<file path="config.mk">
export PLATFORM = sky130hd
export DESIGN_NAME = wb_stage
export DESIGN_NICKNAME = d
export VERILOG_FILES = /design/src/rtl/wb_stage.sv
export SDC_FILE = /design/constraint.sdc
export NUM_CORES = 1
export LEC_CHECK = 0
export ABC_AREA = 1
export CAP_MARGIN = 15
export CORE_UTILIZATION = 47
export CTS_BUF_LIST = sky130_fd_sc_hd__clkbuf_2
export DETAILED_ROUTE_END_ITERATION = 7
export PLACE_DENSITY = 0.85
export SKIP_CTS_REPAIR_TIMING = 1
export SLEW_MARGIN = 20
export SYNTH_ARGS = -nofsm -noshare
export SYNTH_HDL_FRONTEND = slang
export SYNTH_SLANG_ARGS = --single-unit
export TNS_END_PERCENT = 5
</file>
<file path="constraint.sdc">
create_clock -name clk -period 3.4 [get_ports clk]
set_input_delay 0.85 -clock clk [delete_from_list [all_inputs] [get_ports clk]]
set_output_delay 0.85 -clock clk [all_outputs]
set_load 0.03 [all_outputs]
</file>
<file path="src/rtl/wb_stage.sv">
// Writeback stage in front of the register file. Retires ALU ops straight to
// the rf write port and runs loads through a fixed-latency data-memory read.
// It also holds the sticky overflow flag that appears as rf entry 8.
module wb_stage #(
  parameter int DW      = 8,
  parameter int AW      = 5,
  parameter int OVF_REG = 8,
  parameter int MEM_LAT = 1   // legal range 1..4
) (
  input  logic          clk,
  input  logic          reset,
  input  logic          alu_valid,
  input  logic          alu_wr_en,
  input  logic          ld_req,
  input  logic [AW-1:0] dest,
  input  logic [DW-1:0] alu_result,
  input  logic          alu_ovf,
  input  logic          ovf_clr,
  output logic          mem_rd,
  output logic [DW-1:0] mem_addr,
  input  logic [DW-1:0] mem_rdata,
  output logic          stall,
  output logic          rf_we,
  output logic [AW-1:0] rf_ptr_w,
  output logic [DW-1:0] rf_di,
  output logic          r_overflow
);

  // The counter is 3 bits wide so that it can hold the largest legal latency (4).
  localparam int            CW      = 3;
  localparam logic [AW-1:0] OVF_PTR = AW'(OVF_REG);

  typedef enum logic [1:0] {
    IDLE     = 2'd0,
    LD_ISSUE = 2'd1,
    LD_WAIT  = 2'd2
  } state_t;

  state_t          state_reg;
  logic [CW-1:0]   cnt_reg;
  logic [AW-1:0]   ld_dest_reg;
  logic            mem_rd_reg;
  logic [DW-1:0]   mem_addr_reg;
  logic            stall_reg;
  logic            rf_we_reg;
  logic [AW-1:0]   rf_ptr_w_reg;
  logic [DW-1:0]   rf_di_reg;
  logic            flag_reg;
  logic            op_accept;

  // r0 is hard-wired, and pointers from OVF_REG upwards are read-only status entries.
  function automatic logic writable(input logic [AW-1:0] ptr);
    return (ptr != '0) && (ptr < OVF_PTR);
  endfunction

  // A non-load op counts only when it is taken in IDLE. While a load is in flight, upstream is stalled.
  assign op_accept = alu_valid && !ld_req && (state_reg == IDLE);

  // Load sequencer and rf write port. All outputs are registered and decoded from the next state.
  always_ff @(posedge clk or posedge reset) begin
    if (reset) begin
      state_reg    <= IDLE;
      cnt_reg      <= '0;
      ld_dest_reg  <= '0;
      mem_rd_reg   <= 1'b0;
      mem_addr_reg <= '0;
      stall_reg    <= 1'b0;
      rf_we_reg    <= 1'b0;
      rf_ptr_w_reg <= '0;
      rf_di_reg    <= '0;
    end else begin
      rf_we_reg  <= 1'b0;
      mem_rd_reg <= 1'b0;
      case (state_reg)
        IDLE: begin
          if (alu_valid) begin
            if (ld_req) begin
              ld_dest_reg  <= dest;
              mem_addr_reg <= alu_result;
              mem_rd_reg   <= 1'b1;
              stall_reg    <= 1'b1;
              state_reg    <= LD_ISSUE;
            end else if (alu_wr_en && writable(dest)) begin
              rf_we_reg    <= 1'b1;
              rf_ptr_w_reg <= dest;
              rf_di_reg    <= alu_result;
            end
          end
        end
        LD_ISSUE: begin
          cnt_reg   <= CW'(MEM_LAT);
          state_reg <= LD_WAIT;
        end
        LD_WAIT: begin
          cnt_reg <= cnt_reg - 3'd1;
          if (cnt_reg == 3'd1) begin
            // The memory data is valid in this cycle only, so capture it now.
            rf_di_reg <= mem_rdata;
            stall_reg <= 1'b0;
            state_reg <= IDLE;
            if (writable(ld_dest_reg)) begin
              rf_we_reg    <= 1'b1;
              rf_ptr_w_reg <= ld_dest_reg;
            end
          end
        end
        default: begin
          stall_reg <= 1'b0;
          state_reg <= IDLE;
        end
      endcase
    end
  end

  // Sticky overflow flag. A set from an accepted op takes priority over a clear in the same cycle.
  always_ff @(posedge clk or posedge reset) begin
    if (reset) begin
      flag_reg <= 1'b0;
    end else if (op_accept) begin
      flag_reg <= alu_ovf | (flag_reg & ~ovf_clr);
    end else begin
      flag_reg <= flag_reg & ~ovf_clr;
    end
  end

  assign mem_rd     = mem_rd_reg;
  assign mem_addr   = mem_addr_reg;
  assign stall      = stall_reg;
  assign rf_we      = rf_we_reg;
  assign rf_ptr_w   = rf_ptr_w_reg;
  assign rf_di      = rf_di_reg;
  assign r_overflow = flag_reg;

endmodule

</file>
==> impl_metrics.prom <==
# TYPE chip_impl_metric gauge
chip_impl_metric{name="detailedPlacementHpwl",unit="mm"} 2.55
chip_impl_metric{name="grt_max_degree",unit=""} 36
chip_impl_info{name="worst_r2r_startpoint",value="state_reg[0]"} 1
chip_impl_metric{name="cts_made_buffers",unit=""} 5
chip_impl_metric{name="synth_top_cell_area_share",unit="%"} 52.5
chip_impl_metric{name="final_net_count",unit=""} 294
chip_impl_metric{name="slew_headroom",unit="%"} 52.5
chip_impl_metric{name="netlist_area",unit="sq um"} 1670
chip_impl_metric{name="worst-endpoint-required",unit="ps"} 2550
chip_impl_info{name="critPathKind",value="flop to output pin"} 1
chip_impl_info{name="worst_path_dominant_cell_family",value="buffers and inverters"} 1
chip_impl_metric{name="fp.dieW",unit="microns"} 61.6
chip_impl_metric{name="leakage",unit="nW"} 1.11
chip_impl_metric{name="dpl_cell_area",unit="sq um"} 2230
chip_impl_metric{name="grt_first_pass_wirelength",unit="mm"} 5.03
chip_impl_metric{name="post_drt_via_cell_ratio",unit=""} 4.59
chip_impl_info{name="crit_path_start_kind",value="flop"} 1
chip_impl_metric{name="mappedNetlistNets",unit=""} 239
chip_impl_metric{name="synth-seq-area-share",unit="%"} 52.5
chip_impl_metric{name="start_util",unit="%"} 49.6
chip_impl_metric{name="drtIter0Drc",unit=""} 46
chip_impl_metric{name="grt.total_usage",unit="%"} 18.6
chip_impl_metric{name="cell_internal_pwr",unit="mW"} 1.03
chip_impl_info{name="worst_hold_check_path_type",value="flop to flop"} 1
chip_impl_info{name="critical_path.cell_chain",value="clkdlybuf4s50_1"} 1
chip_impl_metric{name="antenna_violations_before_repair",unit=""} 0
chip_impl_metric{name="report.final.setup_viol",unit=""} 0
chip_impl_metric{name="finalWorstPathRequiredPeriod",unit="ps"} 2290
chip_impl_metric{name="via_count",unit=""} 1409
chip_impl_metric{name="diode_count",unit=""} 0
chip_impl_metric{name="yosys_warnings",unit=""} 0
chip_impl_metric{name="syn_area_per_cell",unit="sq um"} 8.14
chip_impl_info{name="layout_commonest_cell",value="nand2_1"} 1
chip_impl_info{name="holdCritStartpoint",value="rf_ptr_w[1]"} 1
chip_impl_metric{name="drive_above_1_share",unit="%"} 7.28
chip_impl_metric{name="drcViolationCount",unit=""} 0
chip_impl_info{name="worstSetupStartpoint",value="rf_di[6]"} 1
chip_impl_metric{name="fillers",unit=""} 299
chip_impl_metric{name="power.sequential.fraction",unit="%"} 36.1
chip_impl_metric{name="portBuffers",unit=""} 52
chip_impl_metric{name="fp.dieArea",unit="sq um"} 3790
chip_impl_metric{name="final_total_negative_setup_slack",unit="ps"} 0
chip_impl_metric{name="synth_cells",unit=""} 205
chip_impl_metric{name="yosys.cell_types.count",unit=""} 23
chip_impl_metric{name="ir_worst_vdd",unit="uV"} 505
chip_impl_metric{name="worst_clock_skew",unit="ps"} 14.2
chip_impl_metric{name="tightest_slew",unit="ps"} 712
chip_impl_metric{name="postLayoutCoreUtil",unit="%"} 67.4
chip_impl_metric{name="slew_violations",unit=""} 0
chip_impl_metric{name="min_period_over_period",unit="%"} 67.3
chip_impl_info{name="rsz0062_at_grt",value="false"} 1
chip_impl_metric{name="cts.reportedPaths.clkPinSlew",unit="ps"} 180
chip_impl_info{name="cts_tree",value="built"} 1
chip_impl_metric{name="detail_route.wirelength",unit="mm"} 3.28
chip_impl_metric{name="crit_path_dat",unit="ps"} 1440
chip_impl_metric{name="placeableCoreArea",unit="sq um"} 3360
chip_impl_metric{name="floorplan.rows",unit=""} 21
chip_impl_metric{name="buffer_levels_on_the_longest_clock_path",unit=""} 2
chip_impl_metric{name="power_per_cell_area",unit="nW/um^2"} 831
chip_impl_metric{name="timing.final.hold_violations",unit=""} 0
chip_impl_metric{name="power.combinational.fraction",unit="%"} 54.4
chip_impl_metric{name="clock_sinks",unit=""} 35
chip_impl_metric{name="global_route.overflow_total",unit=""} 0
chip_impl_metric{name="detail_route.first_pass.iterations",unit=""} 4
chip_impl_info{name="synth_top_area_cell",value="dfrtp_1"} 1
chip_impl_info{name="synth_top_cells_by_area",value="dfrtp_1 (53%), nand2_1 (16%), inv_1 (6.3%), o21ai_0 (4.8%), ha_1 (4.5%)"} 1
chip_impl_metric{name="delay_of_the_slowest_cell_on_the_worst_path",unit="ps"} 670
chip_impl_metric{name="clock_power_share",unit="%"} 9.6
chip_impl_metric{name="timing.critical_path.fanout_max",unit=""} 2
chip_impl_metric{name="layout-area-overhead-vs-synth",unit="%"} 36.0
chip_impl_metric{name="cap_viol_max_count",unit=""} 0
chip_impl_metric{name="grt_pass1_vias",unit=""} 1130
chip_impl_metric{name="timing.fmax",unit="GHz"} 0.437
chip_impl_metric{name="switchingPower",unit="uW"} 851
chip_impl_metric{name="cp_num_buf_inv",unit=""} 1
chip_impl_metric{name="clk_latency",unit="ps"} 370
chip_impl_info{name="status",value="completed"} 1
chip_impl_metric{name="ant_nets",unit=""} 0
chip_impl_metric{name="synth_register_bits",unit=""} 35
chip_impl_info{name="layout_common_cells",value="nand2_1 (72), clkdlybuf4s50_1 (52), dfrtp_1 (35)"} 1
chip_impl_metric{name="cts.htree.levels",unit=""} 2
chip_impl_info{name="cpMaxStageDelayCell",value="clkdlybuf4s50_1"} 1
chip_impl_metric{name="avgRoutedWirePerCell",unit="microns"} 10.7
chip_impl_info{name="clockRootBuffer",value="clkbuf_2"} 1
chip_impl_metric{name="num_io_pins",unit=""} 53
chip_impl_metric{name="cell_area_after_layout",unit="sq um"} 2270
chip_impl_metric{name="power.switching_fraction",unit="%"} 45.1
chip_impl_info{name="endpoint_kind",value="output pin"} 1
chip_impl_metric{name="dieHeight",unit="microns"} 61.6
chip_impl_metric{name="place.gp.congestion",unit=""} 0.767
cell families after synthesis:
group,after synthesis,share of synthesized area [%]
buf+inv,37,8.70
fa+ha+maj,6,4.50
xor+xnor,1,0.525
compound gates,35,11.5
flops,35,52.5
simple gates,91,22.3
synth_stat cells, drive strengths merged:
library cell,count
o21ai,30
nand2,74
o22ai,1
clkbuf,2
xor2,1
a21oi,3
nand3,6
nor2,11
clkinv,1
buf,3
ha,6
o32ai,1
dfrtp,35
inv,31
area by class of cell:
class	instances	area, sq um	share of cell area [%]
timing repair buffer	53	528	23.3
clock buffer	5	25.0	1.10
multi-input combinational	133	647	28.5
sequential	35	876	38.6
inverter	32	120	5.30
tap	46	57.6	2.54
clock inverter	3	15.0	0.662
metal layers:
layer | vias to the layer above | part of all wire (%) | track usage [%] | wire (microns)
li1 | 738 | - | - | -
met1 | 631 | 48 | 26.9 | 1580
met2 | 36 | 46 | 26.1 | 1520
met3 | 4 | 4.5 | 6.30 | 146
met4 | 0 | 1.0 | 5.71 | 34
met5 | - | 0 | 0 | 0
path summary, 6_finish.rpt:
kind / end / slack [ps] / cells after the start
setup / recovery: rf_di[6] / 1110 / 1
max in group asynchronous: ld_dest_reg[3] / 2250 / 3
setup reg to reg: rf_ptr_w[3] / 1360 / 8
hold reg to reg: rf_ptr_w[1] / 500 / 2
hold / removal: rf_ptr_w[1] / 500 / 2
min in group asynchronous: rf_di[6] / 840 / 3
power groups by stage:
stage	Clock, mW	Combinational [mW]	Sequential [mW]
5_1_grt	0.211	1.14	0.702
4_1_cts	0.186	1.03	0.681
3_3_place_gp	0	1.01	0.686
6_report	0.180	1.02	0.680
3_5_place_dp	0	1.03	0.691
2_1_floorplan	0	0.446	0.912
stage by stage:
stage               setup WS (ps)  cells  power [mW]  hold WS [ps]
floorplan                    1720    205        1.36           459
global placement             1160    299        1.69           455
detailed placement           1140    299        1.72           463
CTS                          1080    307        1.90           504
global route                 1000    307        2.05           529
finish                       1110    307        1.88           498
(Power assumes the default switching activity.)
